### src/rtl/pytxarqbufctrl.sv
// TX payload buffer controller: per-LT ping-pong half, SEQN and ARQ state, packet-start
// decision (new / retransmit / NULL) and serialisation of payload bits from the buffer RAM.
module pytxarqbufctrl #(
    parameter int  NLT = 7,
    parameter int  AW  = 8,
    parameter int  DW  = 32,
    localparam int BW  = $clog2(DW)
) (
    input  logic               clk_6M,
    input  logic               rstz,
    input  logic [2:0]         ms_lt_addr,
    input  logic               tx_packet_st_p,
    input  logic               rx_hdr_p,
    input  logic               dec_hecgood,
    input  logic               dec_arqn,
    input  logic               dec_flow,
    input  logic [2:0]         regi_lt,
    input  logic               regi_datready_p,
    input  logic               regi_flush_p,
    input  logic               py_datperiod,
    input  logic [AW+BW-1:0]   pybitcount,
    input  logic [DW-1:0]      buf_rd_data,
    output logic [AW+3:0]      buf_rd_addr,
    output logic               lnctrl_txpybitin,
    output logic               tx_seqn,
    output logic               sendnewpy,
    output logic               tx_retx,
    output logic               tx_null,
    output logic               newpy_int,
    output logic [2:0]         newpy_lt,
    output logic               regi_ovf,
    output logic [NLT-1:0]     regi_txs1a,
    output logic [NLT-1:0]     regi_txpending,
    output logic [NLT-1:0]     regi_flowstop
);

    logic [NLT-1:0] seqn, busy;
    logic [NLT-1:0] s1a_d, seqn_d, busy_d, pend_d, flow_d;

    // View of the LT addressed by the current slot and by the MCU command.
    logic ms_ok, cur_s1a, cur_seqn, cur_busy, cur_pend, cur_flow;
    logic regi_ok, regi_pend;

    logic swap, retx, ack, ovf;
    logic [BW-1:0] idx_q;
    logic          dp_q;

    // NOTE: every signal written in an always_comb gets a default first, so no latch is inferred.
    always_comb begin
        ms_ok     = 1'b0;
        cur_s1a   = 1'b0;
        cur_seqn  = 1'b0;
        cur_busy  = 1'b0;
        cur_pend  = 1'b0;
        cur_flow  = 1'b0;
        regi_ok   = 1'b0;
        regi_pend = 1'b0;
        for (int i = 0; i < NLT; i++) begin
            if (ms_lt_addr == 3'(i + 1)) begin
                ms_ok    = 1'b1;
                cur_s1a  = regi_txs1a[i];
                cur_seqn = seqn[i];
                cur_busy = busy[i];
                cur_pend = regi_txpending[i];
                cur_flow = regi_flowstop[i];
            end
            if (regi_lt == 3'(i + 1)) begin
                regi_ok   = 1'b1;
                regi_pend = regi_txpending[i];
            end
        end
    end

    assign swap = tx_packet_st_p && ms_ok && !cur_flow && !cur_busy && cur_pend;
    assign retx = tx_packet_st_p && ms_ok && !cur_flow && cur_busy;

    // A busy LT cannot swap in the same cycle, so an ack never collides with a swap.
    assign ack = rx_hdr_p && dec_hecgood && dec_arqn && ms_ok && cur_busy &&
                 !(regi_flush_p && regi_lt == ms_lt_addr);

    // A datready that lands on the pending payload being consumed this cycle is not an overflow.
    assign ovf = regi_datready_p && regi_ok && regi_pend && !regi_flush_p &&
                 !(swap && regi_lt == ms_lt_addr);

    always_comb begin
        s1a_d  = regi_txs1a;
        seqn_d = seqn;
        busy_d = busy;
        pend_d = regi_txpending;
        flow_d = regi_flowstop;
        for (int i = 0; i < NLT; i++) begin
            if (ms_lt_addr == 3'(i + 1)) begin
                if (swap) begin
                    s1a_d[i]  = !regi_txs1a[i];
                    seqn_d[i] = !seqn[i];
                    pend_d[i] = 1'b0;
                    busy_d[i] = 1'b1;
                end
                if (rx_hdr_p && dec_hecgood) begin
                    flow_d[i] = !dec_flow;
                    if (dec_arqn && busy[i])
                        busy_d[i] = 1'b0;
                end
            end
            if (regi_lt == 3'(i + 1)) begin
                if (regi_datready_p)
                    pend_d[i] = 1'b1;
                if (regi_flush_p) begin
                    busy_d[i] = 1'b0;
                    pend_d[i] = 1'b0;
                    flow_d[i] = 1'b0;
                end
            end
        end
    end

    // NOTE: sequential state uses non-blocking assignments so all registers update from pre-edge values.
    always_ff @(posedge clk_6M or negedge rstz) begin
        if (!rstz) begin
            regi_txs1a     <= '0;
            seqn           <= '0;
            busy           <= '0;
            regi_txpending <= '0;
            regi_flowstop  <= '0;
            sendnewpy      <= 1'b0;
            tx_retx        <= 1'b0;
            tx_null        <= 1'b0;
            newpy_int      <= 1'b0;
            newpy_lt       <= 3'd0;
            regi_ovf       <= 1'b0;
            idx_q          <= '0;
            dp_q           <= 1'b0;
        end else begin
            regi_txs1a     <= s1a_d;
            seqn           <= seqn_d;
            busy           <= busy_d;
            regi_txpending <= pend_d;
            regi_flowstop  <= flow_d;
            sendnewpy      <= swap;
            tx_retx        <= retx;
            tx_null        <= tx_packet_st_p && !swap && !retx;
            newpy_int      <= ack;
            if (ack)
                newpy_lt <= ms_lt_addr;
            regi_ovf       <= ovf;
            idx_q          <= pybitcount[BW-1:0];
            dp_q           <= py_datperiod;
        end
    end

    assign tx_seqn          = cur_seqn;
    assign buf_rd_addr      = {ms_lt_addr, cur_s1a, pybitcount[AW+BW-1:BW]};
    assign lnctrl_txpybitin = dp_q & buf_rd_data[idx_q];

endmodule

### config.mk
export PLATFORM = sky130hd
export DESIGN_NAME = pytxarqbufctrl
export DESIGN_NICKNAME = d
export VERILOG_FILES = /design/src/rtl/pytxarqbufctrl.sv
export SDC_FILE = /design/constraint.sdc
export NUM_CORES = 1
export LEC_CHECK = 0
export ABC_AREA = 1
export BUFFER_PORTS_ARGS = -buffer_cell sky130_fd_sc_hd__buf_2
export CORE_MARGIN = 2
export CORE_UTILIZATION = 35
export DETAILED_ROUTE_END_ITERATION = 8
export HOLD_SLACK_MARGIN = 0.1
export PLACE_DENSITY = 0.64
export SLEW_MARGIN = 5
export SYNTH_ARGS = -nofsm -noshare
export SYNTH_HDL_FRONTEND = slang
export SYNTH_SLANG_ARGS = --single-unit
### constraint.sdc
create_clock -name clk_6M -period 2.5 [get_ports clk_6M]
set_input_delay 0.125 -clock clk_6M [delete_from_list [all_inputs] [get_ports clk_6M]]
set_output_delay 0.125 -clock clk_6M [all_outputs]
set_load 0.03 [all_outputs]
==> flow_summary_export.csv <==
group,metric,value,unit
min_path,hold_class,"in -> reg",
floorplan,io_pins,104,
cts,cts_sinks,49,
synthesis,yosys_warnings,0,
drt,drc,0,
critical_path,critPathKind,"reg -> out",
placement,place_area,3430,um^2
drt,wirelength,8200,um
grt,grt_start_max_net_pins,29,
grt,met1_usage,24.1,%
critical_path,max_stage_delay,540,ps
placement,io_buffers,87,
floorplan,coreArea,8300,um^2
cts,cts_htree_levels,2,
synthesis,yosysSeqAreaShare,40.7,%
cts,cts_max_path_buffers,2,
finish,fillCellCount,861,
sta,hold_viol_final,0,
floorplan,rows,33,
sta,fin_skew,9.16,ps
synthesis,syn_avg_cell_area,7.63,um^2
sta,worst-slew-pin-transition,665,ps
critical_path,path_cells,"inv_1, nor2_1, nor2_1, o21ai_0, o211ai_1, nand3_1, nand2_1, nor2_1, nor2_1, buf_2",
sta,finalSetupViolations,0,
critical_path,slowest_stage,"dfrtp_1",
sta,rsz0062_at_grt,"false",
drt,ant_nets,0,
critical_path,worstSetupEndpointType,"output pin",
finish,area_growth,20.3,%
grt,met2_usage,28.4,%
cts,clock-root-buffer,"clkbuf_8",
floorplan,die_width,96.8,um
grt,use_met3,3.83,%
cts,post_cts_buffers,0,
grt,antenna_found_initial,0,
critical_path,start_kind,"flop",
pwr,vdd.ir_drop.worst,0.393,mV
finish,n_antenna_cell,0,
drt,wl_per_cell,14.0,um
flow_run,drv_cap,0,
grt,grt_pass1_wl,13700,um
floorplan,start_util,36.3,%
synthesis,synth.distinct_cells,30,
drt,first_pass_iters,5,
cts,clk_latency,310,ps
finish,design_area,3620,um^2
grt,overflow,0,
grt,grt_use_total,17.7,%
cts,cts_resized,0,
critical_path,critical_path_required,2380,ps
critical_path,regToRegSetupSlack,500,ps
synthesis,ys_ff_latch,49,
placement,place.gp.congestion,0.982,
grt,grt_pass1_vias,2828,
drt,via_count,2977,
cts,cts_tree,"built",
finish,final_util,43.7,%
run_status,status,"completed",
pwr,leakagePower,1.91,nW
sta,tns,0,ps
sta,slew_headroom,55.7,%
floorplan,die_h,96.8,um
floorplan,die_area,9370,um^2
finish,drive_gt1_share,25.3,%
pwr,p_per_area,773,nW/um^2
sta,timing.final.crit_share,89.1,%
critical_path,critPathMaxFanout,17,
critical_path,cp_top_family,"buffers and inverters",
cts,clk_pin_slew,90,ps
sta,finalMaxSlewViolations,0,
placement,dp_hpwl,6350,um
grt,busiest_layer,"met2",
drt,drt_iter0_drc,178,
synthesis,synth_nets,456,
finish,nets,539,
drt,via_per_inst,5.10,
critical_path,arrival,2100,ps
critical_path,path_buf_inv,2,
cts,numCtsBuffers,5,
synthesis,syn_area,3010,um^2
sta,period_needed,2230,ps
sta,fmax,449,MHz
critical_path,cpMostUsedCell,"nor2_1",
synthesis,syn_inst,395,
==> synth_stat cells (all sizes together) <==
master  count  area [um^2]
a21oi      21          124
a311oi      1         8.76
a31oi       2         12.5
buf        19          168
clkbuf      4         15.0
clkinv      1         3.75
dfrtp      49         1230
inv        56          210
nand2      93          349
nand3      25          193
nand4      29          200
nor2       41          164
nor3        8         51.3
o211ai      3         22.5
o21ai      24          120
o21bai      7         52.6
o221ai      7         61.3
o22ai       4         25.0
o31ai       1         7.51
==> where the power goes <==
group / switching (mW) / total, mW / leakage, nW / internal [mW]
sequential: 0.163 / 1.17 / 0.622 / 1.00
clock: 0.260 / 0.586 / 0.0585 / 0.326
combinational: 0.728 / 1.05 / 1.23 / 0.322
==> routing by layer <==
metal | up-vias | routed length, um
met5 | - | 0
met4 | 0 | 140
met3 | 18 | 539
met2 | 130 | 3790
met1 | 1355 | 3730
li1 | 1474 | -
==> stage by stage <==
step                      total power, mW  cells  hold slack, ps  setup WS, ps
after global placement               2.22    568             190           412
final                                2.80    584             137           273
after detailed placement             2.23    568             202           313
after global routing                 2.99    584             129          13.3
after CTS                            2.83    584             121           244
after floorplan                      1.92    395            -171           688
==> placed cells by master (no fill, tap or decap), drive strengths merged <==
cell / netlist / layout
clkinv: 1 / 1
buf: 19 / 91
o211ai: 3 / 3
bufinv: 0 / 1
dfrtp: 49 / 49
clkbuf: 4 / 7
o22ai: 4 / 4
nor3: 8 / 8
o21bai: 7 / 7
a311oi: 1 / 1
nand4: 29 / 29
nor2: 41 / 41
inv: 56 / 56
nand3: 25 / 25
dlygate4sd3: 0 / 8
o21ai: 24 / 24
a21oi: 21 / 21
nand2: 93 / 93
a31oi: 2 / 2
o221ai: 7 / 7
o31ai: 1 / 1
==> cell families after synthesis <==
kind of cell | after synthesis | synth area share [%]
AOI/OAI and AO/OA | 70 | 14.4
DFF | 49 | 40.7
and+or+nand+nor | 196 | 31.8
buffers and inverters | 80 | 13.2
==> path summary, 6_finish.rpt <==
kind	from	endpoint	depth (start not counted)
max	idx_q[0]	lnctrl_txpybitin	10
min	dec_flow	regi_flowstop[5]	2
max reg2reg	busy[2]	regi_txs1a[0]	8
min reg2reg	seqn[3]	seqn[3]	2
max in group asynchronous	rstz	tx_null	3
min in group asynchronous	rstz	regi_txpending[4]	2
==> layout make-up <==
class / count / area, um^2 / area share (%)
multi-input cells: 266 / 1390 / 38.4
flip-flops and latches: 49 / 1230 / 33.8
repair buffers: 99 / 546 / 15.1
clock inverters: 1 / 30.0 / 0.828
inverters: 57 / 214 / 5.90
clock buffers: 7 / 86.3 / 2.38
well taps: 105 / 131 / 3.62
==> flip-flops by register name, summed over array words and instances, names as in the netlist, 3 cells and up <==
register,cells
busy,7
regi_flowstop,7
regi_txpending,7
regi_txs1a,7
seqn,7
idx_q,5
newpy_lt,3
==> what timing repair did <==
action | 4_1_cts | 5_1_grt
hold endpoints to repair | 33 | 0
hold buffers | 8 | 0
endpoints found under the setup margin | 0 | 0
Power figures use the tool's default switching activity.
